==> config.mk <==
export PLATFORM = sky130hd
export DESIGN_NAME = generador_frecuencia
export DESIGN_NICKNAME = d
export VERILOG_FILES = /design/src/rtl/generador_frecuencia.sv
export SDC_FILE = /design/constraint.sdc
export NUM_CORES = 1
export LEC_CHECK = 0
export ABC_AREA = 1
export BUFFER_PORTS_ARGS = -buffer_cell sky130_fd_sc_hd__buf_2
export CELL_PAD_IN_SITES_DETAIL_PLACEMENT = 0
export CELL_PAD_IN_SITES_GLOBAL_PLACEMENT = 1
export CORE_ASPECT_RATIO = 1.4
export CORE_MARGIN = 2
export CORE_UTILIZATION = 40
export DETAILED_ROUTE_END_ITERATION = 8
export MAX_ROUTING_LAYER = met4
export PLACE_DENSITY_LB_ADDON = 0.1
export SYNTH_ARGS = -nofsm -noshare
export SYNTH_HDL_FRONTEND = slang
export SYNTH_SLANG_ARGS = --single-unit
==> constraint.sdc <==
create_clock -name clk -period 2.5 [get_ports clk]
set_clock_uncertainty 0.1 [all_clocks]
set_input_delay 0.75 -clock clk [delete_from_list [all_inputs] [get_ports clk]]
set_output_delay 0.75 -clock clk [all_outputs]
set_load 0.01 [all_outputs]
==> src/rtl/generador_frecuencia.sv <==
// Programmable 50%-duty square-wave generator. The half period is fre_act*PRESCALE
// clocks, and a new divisor is taken only at a half-period boundary so the output never glitches.
module generador_frecuencia #(
  parameter int WIDTH    = 11,
  parameter int PRESCALE = 50
) (
  input  logic             clk,
  input  logic             rst,
  input  logic             en,
  input  logic [WIDTH-1:0] fre_sel,
  output logic             clk_out,
  output logic             tick,
  output logic [WIDTH-1:0] fre_act,
  output logic             activo
);

  localparam int PreW = (PRESCALE > 1) ? $clog2(PRESCALE) : 1;
  localparam logic [PreW-1:0] PreMax = PreW'(PRESCALE - 1);

  typedef enum logic {Idle, Run} state_t;

  state_t           state_q;
  logic [PreW-1:0]  preCnt_q;
  logic [WIDTH-1:0] cnt_q;
  logic             clkOut_q;
  logic             tick_q;
  logic [WIDTH-1:0] freAct_q;
  logic             activo_q;

  assign clk_out = clkOut_q;
  assign tick    = tick_q;
  assign fre_act = freAct_q;
  assign activo  = activo_q;

  // The prescaler wraps first; the divisor counter advances once per prescaler wrap.
  // A zero divisor sampled at a boundary still pulses tick on the way back to Idle.
  always_ff @(posedge clk) begin
    if (rst) begin
      state_q  <= Idle;
      preCnt_q <= '0;
      cnt_q    <= '0;
      clkOut_q <= 1'b0;
      tick_q   <= 1'b0;
      freAct_q <= '0;
      activo_q <= 1'b0;
    end else begin
      case (state_q)
        Idle: begin
          clkOut_q <= 1'b0;
          tick_q   <= 1'b0;
          preCnt_q <= '0;
          cnt_q    <= '0;
          if (en && (fre_sel != '0)) begin
            state_q  <= Run;
            activo_q <= 1'b1;
            freAct_q <= fre_sel;
          end else begin
            activo_q <= 1'b0;
            freAct_q <= '0;
          end
        end
        Run: begin
          if (!en) begin
            state_q  <= Idle;
            activo_q <= 1'b0;
            clkOut_q <= 1'b0;
            freAct_q <= '0;
            preCnt_q <= '0;
            cnt_q    <= '0;
            tick_q   <= 1'b0;
          end else if (preCnt_q != PreMax) begin
            preCnt_q <= preCnt_q + PreW'(1);
            tick_q   <= 1'b0;
          end else begin
            preCnt_q <= '0;
            if (cnt_q != (freAct_q - WIDTH'(1))) begin
              cnt_q  <= cnt_q + WIDTH'(1);
              tick_q <= 1'b0;
            end else begin
              cnt_q  <= '0;
              tick_q <= 1'b1;
              if (fre_sel != '0) begin
                clkOut_q <= ~clkOut_q;
                freAct_q <= fre_sel;
              end else begin
                state_q  <= Idle;
                activo_q <= 1'b0;
                clkOut_q <= 1'b0;
                freAct_q <= '0;
              end
            end
          end
        end
        default: state_q <= Idle;
      endcase
    end
  end

endmodule

==> impl_metrics.csv <==
group,metric,value,unit
critical_path,start_kind,"flip-flop",
sta,fin_crit_sh,0.8716,
power,pwr-share-comb,0.213,
hold_path,min_delay_path_depth,1,
synthesis,synth_seq_cells,32,
synthesis,synth_top_family_by_area,"simple AND/OR/NAND/NOR gates",
global_route,grt_overflow_total,0,
routing,drt_iter0_drc,83,
power,ir_drop,377.7,uV
routing,postRouteWirelength,4813,um
synthesis,synth_fa_ha_area_frac,0.02609,
synthesis,async_flop_share,0,
critical_path,r2r_end,"cnt_q[0]",
sta,fin_setup_tns,0,ns
global_route,track_usage,0.2032,
clocking,post_cts_resize_count,0,
sta,fmax,0.4589,GHz
cells_and_area,nFillCells,520,
die,die_w,62.53,um
synthesis,synthesis.area,1918,um^2
sta,post-route-min-period,2.179,ns
sta,maxSlewViolCount,0,
global_route,grt_pass1_wl,8259,um
clocking,hold_buffers,0,
clocking,insertion_delay,0.29,ns
critical_path,cp.required,2.58,ns
critical_path,crit_type,"reg -> reg",
clocking,cts_root_buf,"clkbuf_8",
routing,final_antenna_net_count,0,
cells_and_area,nets,343,
cells_and_area,diodes,0,
global_route,antenna_found_initial,0,
die,start_util,0.4195,
critical_path,r2r_slack,0.32,ns
synthesis,synth_edf_count,0,
hold_path,min_from,"preCnt_q[0]",
power,powerDensity,598.4,nW/um^2
synthesis,synth_warnings,0,
synthesis,synth.mux.area_fraction,0,
synthesis,synthXorXnorAreaFrac,0.07697,
die,chipHeight,85.94,um
clocking,cts-buffers-inserted,5,
routing,first_pass_iters,4,
power,p_clk_frac,0.376,
place,port-buffer-count,27,
synthesis,avgSynthCellArea,6.546,um^2
power,p_sw_frac,0.3064,
die,top_level_ports,28,
clocking,clock_path_buffers,2,
die,fp.dieArea,5373,um^2
critical_path,r2r_start,"fre_act[0]",
synthesis,synth-compound-area-share,0.02870,
routing,drc,0,
hold_path,worstHoldPathType,"reg -> reg",
global_route,grt_start_max_net_pins,16,
critical_path,r2r_cells,15,
sta,max_slew_margin,0.7531,
synthesis,ys_types,29,
hold_path,min_to,"preCnt_q[0]",
power,leakage,1.041,nW
routing,via_per_inst,4.745,
synthesis,syn_nets,311,
critical_path,endpoint_kind,"flip-flop",
sta,setup_violations,0,
synthesis,syn-instance-count,293,
critical_path,cp_max_fo,12,
clocking,postCtsSetupBuffers,0,
clocking,clk_pin_slew,0.07,ns
power,p_int,0.0009311,W
synthesis,synthSimpleGateAreaFrac,0.4514,
cells_and_area,layout.cells.non_filler,388,
die,design.core.area,4572,um^2
sta,tightest_slew,0.3670,ns
outcome,status,"finished, final reports clean",
routing,wl_per_cell,12.40,um
cells_and_area,area_delta_synth_final,16.96,%
clocking,cts_tree,"yes",
power,pwr-share-seq,0.411,
clocking,cts_sinks,32,
sta,rsz0062_at_grt,"false",
clocking,htreeDepth,2,
sta,hold_viol_final,0,
power,power.switching,0.0004112,W
routing,vias,1841,
flow_run,maxCapViolations,0,
place,routabilityCongestion,0.8856,
place,place_inst,380,
cells_and_area,drive_above_1_share,0.1564,
synthesis,synth-seq-area-share,0.3340,
place,dp_hpwl,3876,um
global_route,grt_pass1_vias,1780,
synthesis,synth_ff_type,"dfxtp_1",
die,num_rows,29,
critical_path,worstPathArrival,2.26,ns
layout by cell type (no fill, tap or decap), drive strengths merged:
master and n:
o21ai 2, dfxtp 32, o21a 1, inv 34, or2 1, o22ai 1, nor2 56, xnor2 6
nand2 75, bufinv 1, buf 31, xor2 10, nor4 3, clkinvlp 1, a21oi 5, a31oi 1
nor3b 1, nand3 38, nand3b 6, clkbuf 5, ha 4, and3 1, nand4 6, nor3 4
clkinv 1
worst max path at each step:
stage / from / endpoint / slack (ns) / cells past startpoint
after global placement: en / cnt_q[10] / 0.17 / 11
after global routing: fre_act[0] / cnt_q[0] / 0.04 / 15
after detailed placement: en / cnt_q[10] / 0.17 / 11
after CTS: fre_act[0] / cnt_q[10] / 0.25 / 13
after floorplan: fre_act[0] / fre_act[0] / 0.42 / 16
final: fre_act[0] / cnt_q[0] / 0.32 / 15
cell families (layout without fill, tap and decap cells):
kind of cell	Yosys count	after routing
DFF	32	32
adders and majority gates	4	4
xor gates and xnor gates	16	16
AOI/OAI and AO/OA	10	10
buffers and inverters	40	73
and+or+nand+nor	191	191
through the flow:
stage	hold WS [ns]	setup WS [ns]	instance area (um^2)	utilization	power (W)
2_1_floorplan	0.3452	0.4164	1918	-	0.0007678
3_3_place_gp	0.3703	0.1673	2130	0.4658	0.0008532
3_5_place_dp	0.3745	0.1725	2130	0.4658	0.0008493
4_1_cts	0.3879	0.2506	2241	0.4901	0.001356
5_1_grt	0.4147	0.03887	2243	0.4907	0.001417
6_report	0.3873	0.3209	2243	0.4907	0.001342
layer usage:
metal / vias to the layer above / track usage / routed length [um]
met4: 0 / 0.07879 / 105
met2: 31 / 0.3519 / 2419
met3: 10 / 0.03675 / 167
met5: - / - / 0
met1: 814 / 0.2327 / 2121
li1: 986 / - / -
power by group through the flow:
stage / Clock, W / Combinational (W) / Sequential (W)
CTS: 0.000517 / 0.000287 / 0.000552
floorplan: 0 / 0.000201 / 0.000567
global route: 0.000536 / 0.000326 / 0.000555
finish: 0.000505 / 0.000286 / 0.000552
global placement: 0 / 0.000289 / 0.000564
detailed placement: 0 / 0.000285 / 0.000564
cell usage after synthesis, types with 4 or more instances:
master | number | area share
a21oi_1 | 5 | 0.013
xor2_1 | 9 | 0.041
inv_1 | 33 | 0.065
clkbuf_1 | 4 | 0.0078
ha_1 | 4 | 0.026
nor3_1 | 4 | 0.010
dfxtp_1 | 32 | 0.33
xnor2_1 | 6 | 0.027
nand4_1 | 6 | 0.020
nor2_1 | 52 | 0.10
nand2_1 | 70 | 0.14
nand3b_1 | 6 | 0.023
nand3_1 | 38 | 0.099
nand2_2 | 4 | 0.013
layout make-up:
type	instances	area [um^2]	share of cell area
clock buffer	5	68.82	0.03067
clock inverter	3	42.54	0.01896
inverter	34	127.6	0.05689
multi-input combinational	221	1121	0.4997
sequential	32	640.6	0.2856
tap	62	77.57	0.03458
timing repair buffer	31	165.2	0.07362
flip-flops by register name, indices dropped and copies added, names as in the netlist:
name,flops
activo,1
clk_out,1
cnt_q,11
fre_act,11
preCnt_q,6
state_q,1
tick,1
critical path: stages (launching register included):
cell     delay, ns
dfxtp_1       0.33
inv_1         0.08
ha_1          0.27
inv_2         0.07
nor2_4        0.12
nand3_1       0.10
nand2_1       0.07
nand3_1       0.06
nand2_1       0.09
nand2_1       0.05
nor2_1        0.08
nand3_1       0.11
nand2_2       0.12
buf_4         0.19
nor2_1        0.06
o21a_1        0.17
Power figures use the tool's default switching activity.
